--- src/rtl/ir_multiword.sv ---
// rtl/ir_multiword.sv - multi-word instruction register for the SAP W-bus
// Optional even-parity check on loaded words when IR_PARITY_EN is defined.
module ir_multiword #(
  parameter int DATA_W  = 8,
  parameter int OPC_W   = 4,
  parameter int MAX_EXT = 2
) (
  input  logic              clock,
  input  logic              reset,
  input  logic              li_n,
  input  logic              ei_n,
  input  logic              clr,
  input  logic [1:0]        opsel,
  input  logic [DATA_W-1:0] wbus,
`ifdef IR_PARITY_EN
  input  logic              wbus_par,
  output logic              par_err,
`endif
  output logic [OPC_W-1:0]  opcode,
  output logic              ir_valid,
  output logic              busy,
  output logic [DATA_W-1:0] bus_out,
  output logic              bus_oe
);

  localparam int OPR_W = DATA_W - OPC_W;
  localparam logic [1:0] MAX_N = 2'(MAX_EXT);

  typedef enum logic [1:0] {IDLE, FETCH_EXT, READY} state_t;

  state_t              state_q;
  logic [OPC_W-1:0]    opcode_q;
  logic [OPR_W-1:0]    inline_q;
  logic [DATA_W-1:0]   ext_q [MAX_EXT];
  logic [1:0]          n_q, cnt_q;
  logic                ir_valid_q, busy_q, bus_oe_q;
  logic [DATA_W-1:0]   bus_out_q;
  logic [1:0]          n_raw, n_d;
  logic [DATA_W-1:0]   sel_d;
`ifdef IR_PARITY_EN
  logic                par_err_q;
`endif

  // Length field overlaps the opcode's top bits; clamp to what we can hold.
  always_comb begin
    n_raw = wbus[DATA_W-1 -: 2];
    n_d   = (n_raw > MAX_N) ? MAX_N : n_raw;
  end

  always_comb begin
    sel_d = '0;
    if (opsel <= n_q) begin
      if (opsel == 2'd0) begin
        sel_d = DATA_W'(inline_q);
      end
      for (int i = 0; i < MAX_EXT; i++) begin
        if (opsel == 2'(i + 1)) sel_d = ext_q[i];
      end
    end
  end

  always_ff @(posedge clock) begin
    if (reset) begin
      state_q    <= IDLE;
      opcode_q   <= '0;
      inline_q   <= '0;
      for (int i = 0; i < MAX_EXT; i++) ext_q[i] <= '0;
      n_q        <= '0;
      cnt_q      <= '0;
      ir_valid_q <= 1'b0;
      busy_q     <= 1'b0;
      bus_oe_q   <= 1'b0;
      bus_out_q  <= '0;
`ifdef IR_PARITY_EN
      par_err_q  <= 1'b0;
`endif
    end else if (clr) begin
      state_q    <= IDLE;
      cnt_q      <= '0;
      ir_valid_q <= 1'b0;
      busy_q     <= 1'b0;
      bus_oe_q   <= 1'b0;
      bus_out_q  <= '0;
`ifdef IR_PARITY_EN
      par_err_q  <= 1'b0;
`endif
    end else begin
      bus_oe_q  <= 1'b0;
      bus_out_q <= '0;
`ifdef IR_PARITY_EN
      if (!li_n && ((^wbus) != wbus_par)) par_err_q <= 1'b1;
`endif
      case (state_q)
        FETCH_EXT: begin
          if (!li_n) begin
            for (int i = 0; i < MAX_EXT; i++) begin
              if (cnt_q == 2'(i)) ext_q[i] <= wbus;
            end
            cnt_q <= cnt_q + 2'd1;
            if (2'(cnt_q + 2'd1) == n_q) begin
              state_q    <= READY;
              busy_q     <= 1'b0;
              ir_valid_q <= 1'b1;
            end
          end
        end
        default: begin
          if (!li_n) begin
            opcode_q <= wbus[DATA_W-1 -: OPC_W];
            inline_q <= wbus[OPR_W-1:0];
            for (int i = 0; i < MAX_EXT; i++) ext_q[i] <= '0;
            n_q      <= n_d;
            cnt_q    <= '0;
            if (n_d == 2'd0) begin
              state_q    <= READY;
              ir_valid_q <= 1'b1;
              busy_q     <= 1'b0;
            end else begin
              state_q    <= FETCH_EXT;
              ir_valid_q <= 1'b0;
              busy_q     <= 1'b1;
            end
          end else if (state_q == READY && !ei_n) begin
            bus_oe_q  <= 1'b1;
            bus_out_q <= sel_d;
          end
        end
      endcase
    end
  end

  assign opcode   = opcode_q;
  assign ir_valid = ir_valid_q;
  assign busy     = busy_q;
  assign bus_out  = bus_out_q;
  assign bus_oe   = bus_oe_q;
`ifdef IR_PARITY_EN
  assign par_err  = par_err_q;
`endif

endmodule

--- config.mk ---
export PLATFORM = sky130hd
export DESIGN_NAME = ir_multiword
export DESIGN_NICKNAME = d
export VERILOG_FILES = /design/src/rtl/ir_multiword.sv
export SDC_FILE = /design/constraint.sdc
export NUM_CORES = 1
export LEC_CHECK = 0
export ABC_AREA = 1
export CAP_MARGIN = 20
export CORE_ASPECT_RATIO = 0.7
export CORE_UTILIZATION = 54
export DETAILED_ROUTE_END_ITERATION = 10
export PLACE_DENSITY = 0.82
export SYNTH_ARGS = -nofsm -noshare
export SYNTH_HDL_FRONTEND = slang
export SYNTH_SLANG_ARGS = --single-unit
--- constraint.sdc ---
create_clock -name clock -period 2.4 [get_ports clock]
set_input_delay 0.24 -clock clock [delete_from_list [all_inputs] [get_ports clock]]
set_output_delay 0.24 -clock clock [all_outputs]
set_load 0.02 [all_outputs]
==> qor.yml, run 1 <==
outcome:
  status: "completed"
sta:
  tightest_slew_ps: 687
  setup_viol: 0
  hold_viol_final: 0
  clock_skew_ps: 11.5
  fin_crit_ps: 1740
  relSlewSlack_pct: 54.1
  fmax_mhz: 576
  setup-tns-final_ps: 0
  fin_crit_sh_pct: 72.3
  rsz0062_at_grt: "false"
  slew_violations: 0
  hold_slack_ps: 477
  fin_ws_ps: 664
routing:
  totalWireLength_um: 2950
  post_drt_wl_per_cell_um: 12.3
  antenna_left: 0
  vias: 1194
  viasPerCell: 5.00
  drc: 0
  drt_iter0_drc: 48
  firstDrtPassIters: 4
cells_and_area:
  area_growth_pct: 25.6
  utilization_pct: 71.5
  n_antenna_cell: 0
  finalNonFillerCells: 239
  layout-drive-gt1-share_pct: 6.90
  final_area_um2: 1990
  finalNetCount: 221
  num-fill-cells: 214
clocking:
  cts_resized: 0
  numCtsBuffers: 5
  ctsHoldBuffers: 0
  cts.sinks: 40
  cts_tree: "done"
  cts_max_path_buffers: 2
  cts_htree_levels: 2
  clk_latency_ps: 300
  clockRootBuffer: "clkbuf_8"
  clk_pin_slew_ps: 70
  postCtsSetupRepairBufs: 0
critical_path:
  reg2reg_slack_ps: 690
  worst_setup_path_start_kind: "input port"
  r2r_cells: 4
  required_ps: 2350
  crit_path_max_fanout: 10
  r2r-start: "cnt_q[0]$_SDFFE_PP0N_"
  end_kind: "flip-flop"
  arrival_ps: 1690
  critPathKind: "input port to flip-flop"
  reg2reg_to: "ext_q[0][7]$_DFFE_PP_"
die:
  core_um2: 2780
  rows: 16
  initial_utilization_pct: 57.0
  dieHeight_um: 47.3
  pin_count: 30
  die_area_um2: 3160
  dieWidth_um: 66.8
synthesis:
  synth_most_common_cell: "nand2_1"
  synth-main-ff-cell: "dfxtp_1"
  synth_xor_area_share_pct: 0.552
  synth_top_family_by_area: "simple AND/OR/NAND/NOR gates"
  synth_seq_cells: 40
  synth-edff-count: 16
  synthAdderAreaFrac_pct: 3.16
  synthMuxAreaShare_pct: 0
  synth_compound_area_share_pct: 10.0
  synth_area_leaders: "dfxtp_1, edfxtp_1, nand2_1, inv_1, nor2_1"
  synth-simple-area-share_pct: 19.0
  yosys_warnings: 0
  syn-cell-area_um2: 1590
  ys_top_cells_by_count: "nand2_1, dfxtp_1, inv_1, edfxtp_1, nor2_1"
  synth_cell_types: 20
  synth_fp_nets: 186
  yosys.area.top_type: "dfxtp_1"
  syn_area_per_cell_um2: 9.49
  syn_inst: 167
  yosysSeqAreaShare_pct: 60.6
  synth_top_area_share_pct: 30.3
  synth-async-reset-ratio_pct: 0
job:
  cap_violations: 0
pwr:
  fin_total_pwr_mw: 1.28
  leakage_nw: 0.807
  power_density_nw_per_um2: 641
  worst_ir_drop_vdd_mv: 0.560
grt:
  grt_pass1_vias: 1044
  grt_max_degree: 13
  grt_pass1_wl_um: 4610
  antenna_found_initial: 0
  overflow: 0
  grt_usage_pct: 21.5
worst_hold_path:
  holdPathStages: 2
  worstHoldStart: "ir_valid$_SDFFE_PP0P_"
  min_path_type: "flip-flop to flip-flop"
  holdPathEnd: "ir_valid$_SDFFE_PP0P_"
place:
  postPlaceCellArea_um2: 1910
  place_inst: 231
  port-buffer-count: 29
  place_ws_ps: 417
  place_hpwl_um: 2260
  gp_congestion: 0.864
-- per-layer routing --
layer | up-vias | part of all wire, % | track usage (%)
li1 | 606 | - | -
met4 | 0 | 0 | 7.23
met2 | 41 | 45 | 32.1
met3 | 0 | 6.3 | 9.47
met1 | 547 | 49 | 28.4
met5 | - | 0 | 0
-- area by class of cell --
type	instances	area [um2]	share of cell area (%)
tap	36	45.0	2.26
sequential	40	961	48.3
clock buffer	7	76.3	3.83
multi-input combinational	101	519	26.1
inverter	25	93.8	4.71
timing repair buffer	29	290	14.6
clock inverter	1	5.00	0.251
-- logic make-up (layout without fill, tap and decap cells) --
logic type | after synthesis | in the layout
xor+xnor | 1 | 1
flops | 40 | 40
compound gates | 27 | 27
simple gates | 69 | 69
fa+ha+maj | 4 | 4
buf+inv | 26 | 62
-- registers in the layout, indices dropped and copies added (netlist names) --
| name | cells |
|---|---|
| bus_oe | 1 |
| bus_out | 8 |
| cnt_q | 2 |
| ext_q | 16 |
| inline_q | 4 |
| ir_valid | 1 |
| n_q | 2 |
| opcode | 4 |
| state_q | 2 |
-- worst max-delay path by stage --
stage	startpoint	end	slack (ps)	cells past startpoint
CTS	cnt_q[0]$_SDFFE_PP0N_	ext_q[0][15]$_DFFE_PP_	690	4
finish	li_n	ext_q[0][13]$_DFFE_PP_	660	6
global placement	li_n	ext_q[0][15]$_DFFE_PP_	500	6
global route	li_n	ext_q[0][5]$_DFFE_PP_	580	6
floorplan	state_q[0]$_SDFFE_PP0P_	ext_q[0][0]$_DFFE_PP_	850	7
detailed placement	li_n	ext_q[0][15]$_DFFE_PP_	420	6
-- critical path, cell delays in order --
cell and delay (ps):
clkdlybuf4s50_1 520, nor2_1 330, nand2_1 90, nand2_1 120
inv_2 100, nand2_1 290
-- power breakdown --
group / switching (mW) / internal, mW / leakage [nW] / total [mW]
combinational: 0.0637 / 0.0458 / 0.399 / 0.110
sequential: 0.0113 / 0.731 / 0.366 / 0.742
clock: 0.220 / 0.204 / 0.0422 / 0.424
total: 0.295 / 0.981 / 0.807 / 1.28
-- cell usage in the layout (no fill, tap or decap), drive strengths merged --
| cell type | netlist | layout |
|---|---|---|
| nand2 | 46 | 46 |
| clkdlybuf4s50 | 0 | 29 |
| inv | 25 | 25 |
| dfxtp | 24 | 24 |
| edfxtp | 16 | 16 |
| nor2 | 15 | 15 |
| a21oi | 13 | 13 |
| o21ai | 10 | 10 |
| clkbuf | 0 | 7 |
| nand3 | 6 | 6 |
| ha | 4 | 4 |
| o22ai | 2 | 2 |
| o2111ai | 1 | 1 |
| xnor2 | 1 | 1 |
| or2 | 1 | 1 |
| nor4 | 1 | 1 |
| o31ai | 1 | 1 |
| clkinv | 0 | 1 |
Power figures use the tool's default switching activity.
==> run 2, diff against run 1 <==
--- a/config.mk
+++ b/config.mk
@@ -8,9 +8,9 @@
 export ABC_AREA = 1
 export CAP_MARGIN = 20
 export CORE_ASPECT_RATIO = 0.7
-export CORE_UTILIZATION = 54
+export CORE_UTILIZATION = 50
 export DETAILED_ROUTE_END_ITERATION = 10
-export PLACE_DENSITY = 0.82
+export PLACE_DENSITY = 0.77
 export SYNTH_ARGS = -nofsm -noshare
 export SYNTH_HDL_FRONTEND = slang
 export SYNTH_SLANG_ARGS = --single-unit
==> constraint.sdc (replaced) <==
create_clock -name clock -period 1.7 [get_ports clock]
set_input_delay 0.17 -clock clock [delete_from_list [all_inputs] [get_ports clock]]
set_output_delay 0.17 -clock clock [all_outputs]
set_load 0.02 [all_outputs]
==> qor.yml, run 2 (synthesis gave the netlist of run 1 again) <==
place:
  gp_congestion: 0.768
  port-buffer-count: 29
  postPlaceCellArea_um2: 1980
  place_hpwl_um: 2560
  place_inst: 240
pwr:
  leakage_nw: 0.848
  power_density_nw_per_um2: 894
  worst_ir_drop_vdd_mv: 0.643
sta:
  slew_violations: 0
  tightest_slew_ps: 446
  setup_viol: 0
  fmax_mhz: 662
  setup-tns-final_ps: 0
  fin_crit_ps: 1510
  relSlewSlack_pct: 70.2
  fin_crit_sh_pct: 88.8
  clock_skew_ps: 15.6
  rsz0062_at_grt: "false"
  hold_viol_final: 0
cells_and_area:
  num-fill-cells: 224
  final_cell_mix: "nand2_1, clkdlybuf4s50_1, inv_1, dfxtp_1, edfxtp_1"
  layout-drive-gt1-share_pct: 11.3
  utilization_pct: 71.0
  area_growth_pct: 30.1
  largest_reg_flops: 16
  finalNetCount: 230
  n_antenna_cell: 0
  finalNonFillerCells: 248
  final_area_um2: 2060
  regMostFlops: "ext_q"
  final_common_cell: "nand2_1"
routing:
  viasPerCell: 5.06
  vias: 1254
  firstDrtPassIters: 4
  drc: 0
  antenna_left: 0
  post_drt_wl_per_cell_um: 13.6
  totalWireLength_um: 3380
  drt_iter0_drc: 84
clocking:
  numCtsBuffers: 5
  ctsHoldBuffers: 0
  cts_max_path_buffers: 2
  clk_pin_slew_ps: 80
  cts_tree: "done"
  cts_htree_levels: 2
  clk_latency_ps: 300
  cts.sinks: 40
  postCtsSetupRepairBufs: 0
  cts_resized: 0
  clockRootBuffer: "clkbuf_8"
grt:
  grt_max_degree: 14
  overflow: 0
  grt_pass1_vias: 1176
  grt_usage_pct: 22.1
  grt_pass1_wl_um: 5460
  antenna_found_initial: 0
critical_path:
  r2r_cells: 7
  critPathSlowestCell: "clkdlybuf4s50_1"
  critPathKind: "flip-flop to output pin"
  arrival_ps: 1340
  reg2reg_slack_ps: 200
  reg2reg_to: "bus_out[3]$_SDFF_PP0_"
  crit_chain: "clkdlybuf4s50_1"
  crit_path_max_fanout: 3
  end_kind: "output pin"
  critPathBufInv: 1
  slowest_delay_ps: 640
  path_delay_family: "buffers and inverters"
  r2r-start: "n_q[1]$_SDFFE_PP0P_"
  required_ps: 1530
  worst_setup_path_start_kind: "flip-flop"
die:
  core_um2: 2900
  pin_count: 30
  rows: 16
  dieHeight_um: 49.1
  die_area_um2: 3400
  dieWidth_um: 69.3
  initial_utilization_pct: 54.6
worst_hold_path:
  min_path_type: "flip-flop to flip-flop"
  holdPathEnd: "ir_valid$_SDFFE_PP0P_"
  worstHoldStart: "ir_valid$_SDFFE_PP0P_"
  holdPathStages: 2
job:
  cap_violations: 0
outcome:
  status: "completed"
==> run 2: per-layer routing <==
metal  vias up  wire (um)  GRT usage, %
met2        36       1570          34.8
li1        626          -             -
met4         0         69          12.6
met1       586       1560          27.2
met5         -          0             0
met3         6        183          6.61
==> run 2: power by group <==
part           switching (mW)  internal [mW]
registers              0.0142           1.03
clock network           0.329          0.287
logic                   0.101         0.0808
total                   0.444           1.40
==> run 2: through the flow <==
stage	worst slack, ps	power (mW)	hold slack (ps)
floorplan	155	1.15	254
global placement	84.9	1.24	441
detailed placement	-56.8	1.25	449
CTS	176	1.86	449
global route	139	1.91	478
finish	190	1.84	457
==> run 2: worst min-delay path, delay by kind of cell (launching register included) <==
kind	cells	cell delay, ps
AOI/OAI and AO/OA	1	50
DFF	1	310
and+or+nand+nor	1	60
==> run 2: how the worst max path moves through the flow <==
stage / startpoint / end / slack (ps) / cells after the start
after floorplan: state_q[0]$_SDFFE_PP0P_ / ext_q[0][0]$_DFFE_PP_ / 150 / 7
final: state_q[0]$_SDFFE_PP0P_ / busy / 190 / 1
after CTS: state_q[0]$_SDFFE_PP0P_ / busy / 180 / 1
after global placement: opsel[1] / bus_out[6]$_SDFF_PP0_ / 80 / 7
after detailed placement: opsel[1] / bus_out[3]$_SDFF_PP0_ / -60 / 7
after global routing: n_q[1]$_SDFFE_PP0P_ / bus_out[3]$_SDFF_PP0_ / 140 / 7
==> run 2: cell type report <==
class / count / area, um2 / area share (%)
clock buffers: 6 / 72.6 / 3.52
clock inverters: 2 / 12.5 / 0.607
inverters: 25 / 93.8 / 4.55
multi-input cells: 101 / 519 / 25.2
flip-flops and latches: 40 / 961 / 46.6
well taps: 36 / 45.0 / 2.18
repair buffers: 38 / 358 / 17.4
